## src/rtl/btn_bcd_counter.sv

```systemverilog
// -----------------------------------------------------------------------------
// btn_bcd_counter
//
// Multi-digit decimal up/down counter driven by two raw push-buttons.
// Each button is synchronised (2 flops), polarity-corrected, debounced, and
// turned into a one-cycle step pulse on every press. The step pulses drive a
// BCD counter with ripple carry/borrow across all digits, and every digit is
// decoded to an active-high 7-segment pattern.
//
// Optional feature (compile-time macro):
//   HOLD_REPEAT_EN  - when defined, holding a button auto-repeats: one extra
//                     step REPEAT_DELAY cycles after the press step, then one
//                     every REPEAT_PERIOD cycles while still held. When
//                     undefined, no repeat counters exist and each press
//                     gives exactly one step.
//
// Parameters:
//   DIGITS           number of BCD digits (1..8)
//   DEBOUNCE_CYCLES  consecutive stable cycles before a level is accepted (>=2)
//   BTN_ACTIVE_LOW   1: raw button reads 0 when pressed; 0: reads 1
//   REPEAT_DELAY     hold cycles before auto-repeat starts (>=1)
//   REPEAT_PERIOD    cycles between auto-repeat steps (>=1)
//
// Ports:
//   clk     in   1         single clock, rising edge
//   rst     in   1         asynchronous, active-high reset
//   btn_up  in   1         raw asynchronous increment button
//   btn_dn  in   1         raw asynchronous decrement button
//   count   out  4*DIGITS  BCD value, digit 0 (ones) in bits [3:0]
//   seg     out  7*DIGITS  per-digit segments, digit 0 in bits [6:0],
//                          bit0=a .. bit6=g, active-high
//   wrap    out  1         one-cycle pulse when the count wraps either way
// -----------------------------------------------------------------------------
module btn_bcd_counter #(
  parameter int DIGITS          = 2,
  parameter int DEBOUNCE_CYCLES = 1200000,
  parameter int BTN_ACTIVE_LOW  = 1,
  parameter int REPEAT_DELAY    = 50000000,
  parameter int REPEAT_PERIOD   = 12000000
) (
  input  logic                  clk,
  input  logic                  rst,
  input  logic                  btn_up,
  input  logic                  btn_dn,
  output logic [4*DIGITS-1:0]   count,
  output logic [7*DIGITS-1:0]   seg,
  output logic                  wrap
);

  // Elaboration-time sanity check of the parameter ranges.
  if (DIGITS < 1 || DIGITS > 8 || DEBOUNCE_CYCLES < 2 ||
      REPEAT_DELAY < 1 || REPEAT_PERIOD < 1) begin : g_bad_params
    $error("btn_bcd_counter: parameter out of range");
  end

  localparam int DB_W = $clog2(DEBOUNCE_CYCLES);
  localparam logic [DB_W-1:0] DB_LAST = DB_W'(DEBOUNCE_CYCLES - 1);

  // Raw level that means "not pressed"; synchronisers reset to it so a button
  // held through reset release is seen as a fresh press.
  localparam logic RELEASED_RAW = (BTN_ACTIVE_LOW != 0);

`ifdef HOLD_REPEAT_EN
  localparam int REP_MAX = (REPEAT_DELAY > REPEAT_PERIOD) ? REPEAT_DELAY : REPEAT_PERIOD;
  localparam int REP_W   = (REP_MAX > 1) ? $clog2(REP_MAX) : 1;
  localparam logic [REP_W-1:0] DELAY_LAST  = REP_W'(REPEAT_DELAY - 1);
  localparam logic [REP_W-1:0] PERIOD_LAST = REP_W'(REPEAT_PERIOD - 1);
`endif

  logic [1:0] btn_raw;
  logic [1:0] step;     // [0] = up step, [1] = down step

  assign btn_raw = {btn_dn, btn_up};

  // ---------------------------------------------------------------------------
  // Per-button conditioning: synchroniser, debounce, press-edge step pulse.
  // ---------------------------------------------------------------------------
  for (genvar b = 0; b < 2; b++) begin : g_btn
    logic [1:0]      sync_q;
    logic            synced_pressed;
    logic            accepted;
    logic            accepted_q;
    logic [DB_W-1:0] db_cnt;
    logic            press_rise;
    logic            step_q;

    assign synced_pressed = sync_q[1] ^ RELEASED_RAW;
    assign press_rise     = accepted & ~accepted_q;
    assign step[b]        = step_q;

    // NOTE: sequential state uses non-blocking assignments so every flop
    // samples the pre-edge values and the block order does not matter.
    always_ff @(posedge clk or posedge rst) begin
      if (rst) begin
        sync_q     <= {2{RELEASED_RAW}};
        accepted   <= 1'b0;
        accepted_q <= 1'b0;
        db_cnt     <= '0;
      end else begin
        sync_q     <= {sync_q[0], btn_raw[b]};
        accepted_q <= accepted;
        // The counter only runs while the synced level disagrees with the
        // accepted one; any agreeing cycle restarts the qualification.
        if (synced_pressed == accepted) begin
          db_cnt <= '0;
        end else if (db_cnt == DB_LAST) begin
          accepted <= synced_pressed;
          db_cnt   <= '0;
        end else begin
          db_cnt <= db_cnt + 1'b1;
        end
      end
    end

`ifdef HOLD_REPEAT_EN
    logic [REP_W-1:0] rep_cnt;
    logic             rep_first;  // still waiting for the first (long) delay
    logic             rep_fire;

    // rep_cnt is cleared on the press edge, so it measures cycles since the
    // press step was issued.
    assign rep_fire = accepted & accepted_q &
                      (rep_cnt == (rep_first ? DELAY_LAST : PERIOD_LAST));

    always_ff @(posedge clk or posedge rst) begin
      if (rst) begin
        rep_cnt   <= '0;
        rep_first <= 1'b1;
        step_q    <= 1'b0;
      end else begin
        step_q <= press_rise | rep_fire;
        if (!accepted || press_rise) begin
          rep_cnt   <= '0;
          rep_first <= 1'b1;
        end else if (rep_fire) begin
          rep_cnt   <= '0;
          rep_first <= 1'b0;
        end else begin
          rep_cnt <= rep_cnt + 1'b1;
        end
      end
    end
`else
    always_ff @(posedge clk or posedge rst) begin
      if (rst) begin
        step_q <= 1'b0;
      end else begin
        step_q <= press_rise;
      end
    end
`endif
  end

  // ---------------------------------------------------------------------------
  // BCD increment / decrement candidates with ripple carry / borrow.
  // ---------------------------------------------------------------------------
  logic [4*DIGITS-1:0] count_inc;
  logic [4*DIGITS-1:0] count_dec;
  logic                inc_wraps;
  logic                dec_wraps;

  // NOTE: every output of an always_comb gets a default first, so no path
  // leaves a value unassigned and no latch is inferred.
  always_comb begin
    logic carry;
    logic borrow;
    count_inc = count;
    count_dec = count;
    carry     = 1'b1;
    borrow    = 1'b1;
    for (int i = 0; i < DIGITS; i++) begin
      if (carry) begin
        if (count[4*i +: 4] == 4'd9) begin
          count_inc[4*i +: 4] = 4'd0;
        end else begin
          count_inc[4*i +: 4] = count[4*i +: 4] + 4'd1;
          carry               = 1'b0;
        end
      end
      if (borrow) begin
        if (count[4*i +: 4] == 4'd0) begin
          count_dec[4*i +: 4] = 4'd9;
        end else begin
          count_dec[4*i +: 4] = count[4*i +: 4] - 4'd1;
          borrow              = 1'b0;
        end
      end
    end
    // A carry/borrow that ripples out of the top digit is a wrap-around.
    inc_wraps = carry;
    dec_wraps = borrow;
  end

  // Simultaneous up and down steps cancel.
  always_ff @(posedge clk or posedge rst) begin
    if (rst) begin
      count <= '0;
      wrap  <= 1'b0;
    end else begin
      wrap <= 1'b0;
      if (step[0] && !step[1]) begin
        count <= count_inc;
        wrap  <= inc_wraps;
      end else if (step[1] && !step[0]) begin
        count <= count_dec;
        wrap  <= dec_wraps;
      end
    end
  end

  // ---------------------------------------------------------------------------
  // 7-segment decode, purely combinational from count.
  // ---------------------------------------------------------------------------
  function automatic logic [6:0] seg_of(input logic [3:0] d);
    case (d)
      4'd0:    seg_of = 7'h3F;
      4'd1:    seg_of = 7'h06;
      4'd2:    seg_of = 7'h5B;
      4'd3:    seg_of = 7'h4F;
      4'd4:    seg_of = 7'h66;
      4'd5:    seg_of = 7'h6D;
      4'd6:    seg_of = 7'h7D;
      4'd7:    seg_of = 7'h07;
      4'd8:    seg_of = 7'h7F;
      4'd9:    seg_of = 7'h6F;
      default: seg_of = 7'h00;  // unreachable: count holds only legal BCD
    endcase
  endfunction

  always_comb begin
    seg = '0;
    for (int i = 0; i < DIGITS; i++) begin
      seg[7*i +: 7] = seg_of(count[4*i +: 4]);
    end
  end

endmodule
```

## config.mk

```make
export PLATFORM = sky130hd
export DESIGN_NAME = btn_bcd_counter
export DESIGN_NICKNAME = d
export VERILOG_FILES = /design/src/rtl/btn_bcd_counter.sv
export SDC_FILE = /design/constraint.sdc
export NUM_CORES = 1
export LEC_CHECK = 0
export ABC_AREA = 1
export ABC_CLOCK_PERIOD_IN_PS = 3200
export CELL_PAD_IN_SITES_DETAIL_PLACEMENT = 1
export CELL_PAD_IN_SITES_GLOBAL_PLACEMENT = 1
export CORE_UTILIZATION = 49
export CTS_BUF_LIST = sky130_fd_sc_hd__clkbuf_2 sky130_fd_sc_hd__clkbuf_4 sky130_fd_sc_hd__clkbuf_8
export DETAILED_ROUTE_END_ITERATION = 12
export PLACE_DENSITY = 0.95
export SYNTH_ARGS = -nofsm -noshare
export SYNTH_HDL_FRONTEND = slang
export SYNTH_SLANG_ARGS = --single-unit
export TNS_END_PERCENT = 20
```

## constraint.sdc

```tcl
create_clock -name clk -period 3.2 [get_ports clk]
set_input_delay 0.48 -clock clk [delete_from_list [all_inputs] [get_ports clk]]
set_output_delay 0.48 -clock clk [all_outputs]
set_load 0.02 [all_outputs]
```

==> key figures, run 1 <==
Logic synthesis
  • Mapped Cells: 522
  • Largest family of logic cells by synthesized area: simple AND/OR/NAND/NOR gates
  • Post-synthesis simple-gate area fraction: 0.374
  • Adder-cell share of the synthesized area: 0.0627
  • Post-synth EDFFs: 0
  • Mapped cell area: 3990 um^2
  • Yosys top cell area share: 0.358
  • Synth Area in XOR/XNOR: 0.0477
  • Synth Net Count: 546
  • Unique masters post-synth: 37
  • Synth Area in Compound Gates: 0.0662
  • Synth area leaders: dfrtp_1, nand2_1, nor2_1
  • Syn avg cell area: 7.64 um^2
  • Most common cell in the netlist: nand2_1
  • Post-synth top cells: nand2_1, nor2_1, dfrtp_1
  • Synth Register Bits: 61
  • Synth warnings: 0
  • Post-synthesis mux area share: 0
  • Area leader, netlist: dfrtp_1
  • Top FF cell, synth: dfrtp_1
  • FFs w/ async S/R, synth: 1.00
  • Sequential fraction of the synthesis area: 0.384

Drt
  • Post-Route WL: 11800 um
  • # DRC: 0
  • Wirelength per Cell: 17.7 um
  • Pre-Repair DR Iteration Count: 4
  • Vias after detailed routing: 3610
  • Vias per inst: 5.43
  • DR iter-0 viols: 183
  • Post-route antenna net violation count: 0

Timing
  • Fmax achieved: 346 MHz
  • Slew margin rel.: 0.431
  • Final TNS setup: 0 ps
  • Max Transition Viols Final: 0
  • Worst Slack Setup Final: 311 ps
  • Clock Skews: 14.8 ps
  • Post-layout minimum cycle time: 2890 ps
  • Final hold violation count: 0
  • # setup viols final: 0
  • Min Hold Slack: 359 ps
  • Tcrit/Tclk final: 0.903
  • RSZ-0062 raised after global routing: no
  • Worst slew pin tran: 852 ps

Clocking
  • Clock tree sinks: 61
  • Cts hold-fix bufs: 0
  • Resized Gates After CTS: 0
  • Clk root buf: clkbuf_8
  • CTS Buffer Depth: 2
  • CTS tree: yes
  • Post-CTS Setup Bufs: 0
  • CTS Buf Count: 9
  • Clk pin slew, worst setup/hold paths: 70 ps
  • CTS H-tree depth: 3
  • Clk Latency, worst-skew pair: 350 ps

Setup path
  • CP delay by family, top: buffers and inverters
  • WP buf/inv: 2
  • Worst Setup End Kind: output port
  • Slowest-stage cell, CP: clkdlybuf4s50_1
  • Worst R2R Path Depth: 8
  • Critical Path Stages: 5
  • Worst path max stage delay: 620 ps
  • Max FO, Critical Path: 7
  • CP required: 2720 ps
  • CP Launch Type: register
  • CP Class: reg2out
  • Crit path arrival time: 2410 ps
  • Crit-path cells: inv_1, ha_1, or2_2, a21oi_1, clkdlybuf4s50_1

Global routing
  • GRT Total Usage: 0.307
  • Grt peak-use layer: met2
  • Number of global-route vias before repair: 4016
  • Met1 usage: 0.368
  • Largest net degree at the start of global routing: 42
  • Met2 global-route usage: 0.557
  • Grt met3 use: 0.0406
  • GR Overflow Total: 0
  • Initial antenna violation count: 0
  • Global-route wire length before repair: 20200 um

Final layout
  • Inserted Diodes: 0
  • Area of the multi-input gates: 2200 um^2
  • Ratio of cells with drive above 1 in the final layout: 0.147
  • Syn-to-layout area delta: 15.0%
  • Register area: 1530 um^2
  • Filler cell count: 965
  • Fin util: 0.588
  • # nets final: 582

Die
  • Die Ht: 92.2 um
  • Starting Density: 0.511
  • Num rows: 32
  • Die X-Extent: 92.2 um
  • Die ar.: 8510 um^2
  • # IOs: 27
  • Core ar.: 7810 um^2

Min path
  • Hold Path Depth: 0
  • Hold Crit Class: reg2reg

Pwr
  • Power Density: 347 nW/um^2
  • Maximum VDD drop: 0.230 mV
  • Total Power: 1.59 mW
  • Leakage: 2.06 nW

Placed design
  • Detailed placement HPWL: 8330 um
  • PortBufs: 26
  • Routability Congestion: 0.871
  • Setup WS pre-CTS: 722 ps

Status
  • Status: finished, final reports clean

Run
  • Max-Cap Viols: 0
-- per-layer routing --
metal / wire length (um) / vias up
met5: 0 / -
met4: 195 / 0
met3: 308 / 20
met2: 6110 / 71
met1: 5140 / 1794
li1: - / 1725
-- logic make-up (layout without fill, tap and decap cells) --
group	count (synthesis)	count (layout)
buffers and inverters	67	108
and+or+nand+nor	308	308
xor gates and xnor gates	20	20
adders and majority gates	20	20
AOI/OAI and AO/OA	46	46
DFF	61	61
-- flip-flops by register name, indices dropped and copies added (netlist names) --
name and flops:
g_btn.db_cnt 42, g_btn.accepted_q 2, count 8, g_btn.sync_q 4, wrap 1, g_btn.accepted 2, g_btn.step_q 2
-- stage by stage --
stage	area (um^2)	std cells
after floorplan	3990	522
after global placement	4380	649
after detailed placement	4380	649
after CTS	4590	665
after global routing	4590	665
final	4590	665
-- report_power, final --
group / switching, mW / internal [mW]
clock: 0.311 / 0.438
sequential: 0.00794 / 0.782
combinational: 0.0374 / 0.0150
-- path summary, 6_finish.rpt --
path	slack, ps	start	end
min	360	g_btn[1].sync_q[0]$_DFF_PP1_	g_btn[1].sync_q[1]$_DFF_PP1_
max reg2reg	1380	count[0]$_DFFE_PP0P_	count[5]$_DFFE_PP0P_
max in group asynchronous	1830	rst	g_btn[0].db_cnt[11]$_DFF_PP0_
min in group asynchronous	630	rst	count[2]$_DFFE_PP0P_
max	310	count[4]$_DFFE_PP0P_	seg[7]
min reg2reg	360	g_btn[1].sync_q[0]$_DFF_PP1_	g_btn[1].sync_q[1]$_DFF_PP1_
-- cell type report --
cell class                 instances  share of cell area
timing repair buffer              28              0.0600
inverter                          64              0.0534
clock inverter                     1             0.00654
sequential                        61               0.334
tap                              102              0.0278
clock buffer                      15              0.0395
multi-input combinational        394               0.479
-- placed cells by master (no fill, tap or decap), types with 2 or more instances in the layout --
cell type / instances
nor2_2: 10
o21ai_1: 7
nand3_4: 2
xor2_1: 17
o211ai_1: 3
inv_4: 2
clkdlybuf4s50_1: 26
nor2_8: 2
nand2_4: 4
nand2_2: 12
dfstp_2: 4
ha_1: 20
dfrtp_1: 57
nor2_4: 6
nor3_1: 11
buf_4: 2
clkbuf_8: 11
nand2_1: 108
a211oi_1: 2
nand2_8: 2
nand3b_1: 3
o21bai_1: 2
or2_2: 2
nand4_1: 7
nand3_1: 28
clkbuf_4: 4
inv_2: 10
inv_1: 51
a21oi_1: 16
nor2_1: 106
xor2_2: 2
nand3_2: 5
o21ai_0: 11
Note: power is estimated with default switching activity, not from simulation.
==> inputs of run 2 (changes only) <==
- CORE_UTILIZATION: 49 -> 42
- PLACE_DENSITY: 0.95 -> 0.86
==> run 2 against run 1 <==
  * Die area increased by 16%
  * Wire length shrank 13%
  * Total power down 8.8%
  * Clock skew increased by 5.0 ps
  * Combinational power about the same
  * Core utilization is 9.2 points lower
  * Clock power shrank 19%
  * Critical path depth did not move
==> key figures, run 2 (synthesis gave the netlist of run 1 again) <==
Drt
  • Highest routed metal layer: met4
  • Met2 WL: 5270 um (-14%)
  • DR iter-0 viols: 104 (-43%)
  • Pre-Repair DR Iteration Count: 4 (unchanged)
  • Post-Route WL: 10300 um (-13%)
  • Post-route antenna net violation count: 0 (unchanged)
  • Wire length on met3: 296 um (-3.9%)
  • Met1 wire length: 4520 um (-12%)
  • # DRC: 0 (unchanged)
  • Vias after detailed routing: 3487 (-3.4%)
  • Wirelength per Cell: 14.8 um (-16%)
  • Vias per inst: 5.04 (-7.2%)

Placed design
  • PortBufs: 26 (unchanged)
  • Routability Congestion: 0.880 (+0.99%)
  • Detailed placement HPWL: 7840 um (-5.9%)
  • Cell count after placement: 676 (+4.2%)

Global routing
  • GR Overflow Total: 0 (unchanged)
  • Largest net degree at the start of global routing: 31 (-26%)
  • Global-route wire length before repair: 18000 um (-11%)
  • GRT Total Usage: 0.232 (-0.0751)
  • Number of global-route vias before repair: 3826 (-4.7%)
  • Initial antenna violation count: 0 (unchanged)

Die
  • Die X-Extent: 99.5 um (+7.8%)
  • Starting Density: 0.432 (-0.0792)
  • Core ar.: 9240 um^2 (+18%)
  • Num rows: 35 (+9.4%)
  • Die Ht: 99.5 um (+7.8%)
  • Die ar.: 9890 um^2 (+16%)
  • # IOs: 27 (unchanged)

Final layout
  • Inserted Diodes: 0 (unchanged)
  • Register area: 1530 um^2 (unchanged)
  • # nets final: 582 (unchanged)
  • Max reg flops: 42 (unchanged)
  • Most frequent cells in the layout: nand2_1, nor2_1, dfrtp_1
  • Filler cell count: 1175 (+22%)
  • Most flop-heavy register: g_btn.db_cnt
  • Most common cell after layout, fill and taps aside: nand2_1
  • Syn-to-layout area delta: 14.7%
  • Largest regs: g_btn.db_cnt (42), count (8), g_btn.sync_q (4)
  • Layout Cells excl Fill: 692 (+4.1%)
  • Area of the multi-input gates: 2200 um^2 (unchanged)
  • Ratio of cells with drive above 1 in the final layout: 0.147 (unchanged)

Clocking
  • Post-CTS Setup Bufs: 0 (unchanged)
  • CTS Buf Count: 9 (unchanged)
  • Clock tree sinks: 61 (unchanged)
  • CTS H-tree depth: 3 (unchanged)
  • Clk pin slew, worst setup/hold paths: 80 ps (about the same)
  • CTS tree: yes
  • Resized Gates After CTS: 0 (unchanged)
  • CTS Buffer Depth: 2 (unchanged)
  • Clk root buf: clkbuf_8
  • Clk Latency, worst-skew pair: 350 ps (about the same)
  • Cts hold-fix bufs: 0 (unchanged)

Pwr
  • Total Power: 1.45 mW (-8.8%)
  • Maximum VDD drop: 0.175 mV (-24%)
  • Power Density: 317 nW/um^2 (-8.6%)
  • Leakage: 2.04 nW (-1.1%)

Setup path
  • CP required: 2720 ps (about the same)
  • Worst Setup End Kind: output port
  • Max FO, Critical Path: 7 (unchanged)
  • Worst path max stage delay: 610 ps (about the same)
  • Slowest-stage cell, CP: clkdlybuf4s50_1
  • Crit-path cells: inv_1, ha_1, or2_2, a21oi_1, clkdlybuf4s50_1
  • Crit path arrival time: 2370 ps (-40 ps)
  • CP Class: reg2out
  • CP Launch Type: register

Timing
  • Worst slew pin tran: 669 ps (-183 ps)
  • RSZ-0062 raised after global routing: no
  • Slew margin rel.: 0.553 (+0.122)
  • Final hold violation count: 0 (unchanged)
  • Fmax achieved: 351 MHz (+1.5%)
  • # setup viols final: 0 (unchanged)
  • Post-layout minimum cycle time: 2850 ps (-41.7 ps)
  • Final TNS setup: 0 ps (unchanged)
  • Clock Skews: 19.8 ps (+4.96 ps)
  • Max Transition Viols Final: 0 (unchanged)
  • Tcrit/Tclk final: 0.890 (-0.0130)

Run
  • Max-Cap Viols: 0 (unchanged)

Min path
  • Hold Crit Class: reg2reg

Status
  • Status: finished, final reports clean
## run 2: worst paths after layout
path,start,to,slack (ps),cells after the start
max in group asynchronous,rst,g_btn[1].sync_q[1]$_DFF_PP1_,1880,3
min,g_btn[0].sync_q[0]$_DFF_PP1_,g_btn[0].sync_q[1]$_DFF_PP1_,360,0
min reg2reg,g_btn[0].sync_q[0]$_DFF_PP1_,g_btn[0].sync_q[1]$_DFF_PP1_,360,0
min in group asynchronous,rst,count[5]$_DFFE_PP0P_,550,2
max reg2reg,count[1]$_DFFE_PP0P_,count[3]$_DFFE_PP0P_,1460,8
max,count[4]$_DFFE_PP0P_,seg[7],350,5
## run 2: worst max-delay path, delay by kind of cell, from the launching register on
family          cells  cell delay [ps]
fa+ha+maj           1              300
simple gates        1              310
buf+inv             2              790
compound gates      1              120
flops               1              490
## run 2: layout make-up
| cell class | count | share of cell area |
|---|---|---|
| Timing Repair Buffer | 28 | 0.0601 |
| Tap cell | 129 | 0.0353 |
| Multi-Input combinational cell | 394 | 0.480 |
| Inverter | 64 | 0.0536 |
| Clock buffer | 11 | 0.0303 |
| Clock inverter | 5 | 0.00601 |
| Sequential cell | 61 | 0.335 |
## run 2: report_power, final
group          total, mW  internal [mW]  switching [mW]
Combinational     0.0524         0.0150          0.0374
Clock              0.610          0.293           0.317
Sequential         0.789          0.781         0.00720
## run 2: stage by stage
stage	setup slack (ps)	instance area, um^2	utilization	hold WS [ps]
global placement	839	4410	0.477	347
global route	217	4580	0.495	360
detailed placement	743	4410	0.477	348
finish	352	4580	0.495	357
floorplan	1110	3990	-	345
CTS	354	4580	0.495	358
## run 2: layer usage
metal  track usage  vias up
met5             0        -
met4        0.0894        0
met3        0.0506       18
met1         0.282     1692
li1              -     1719
met2         0.401       58
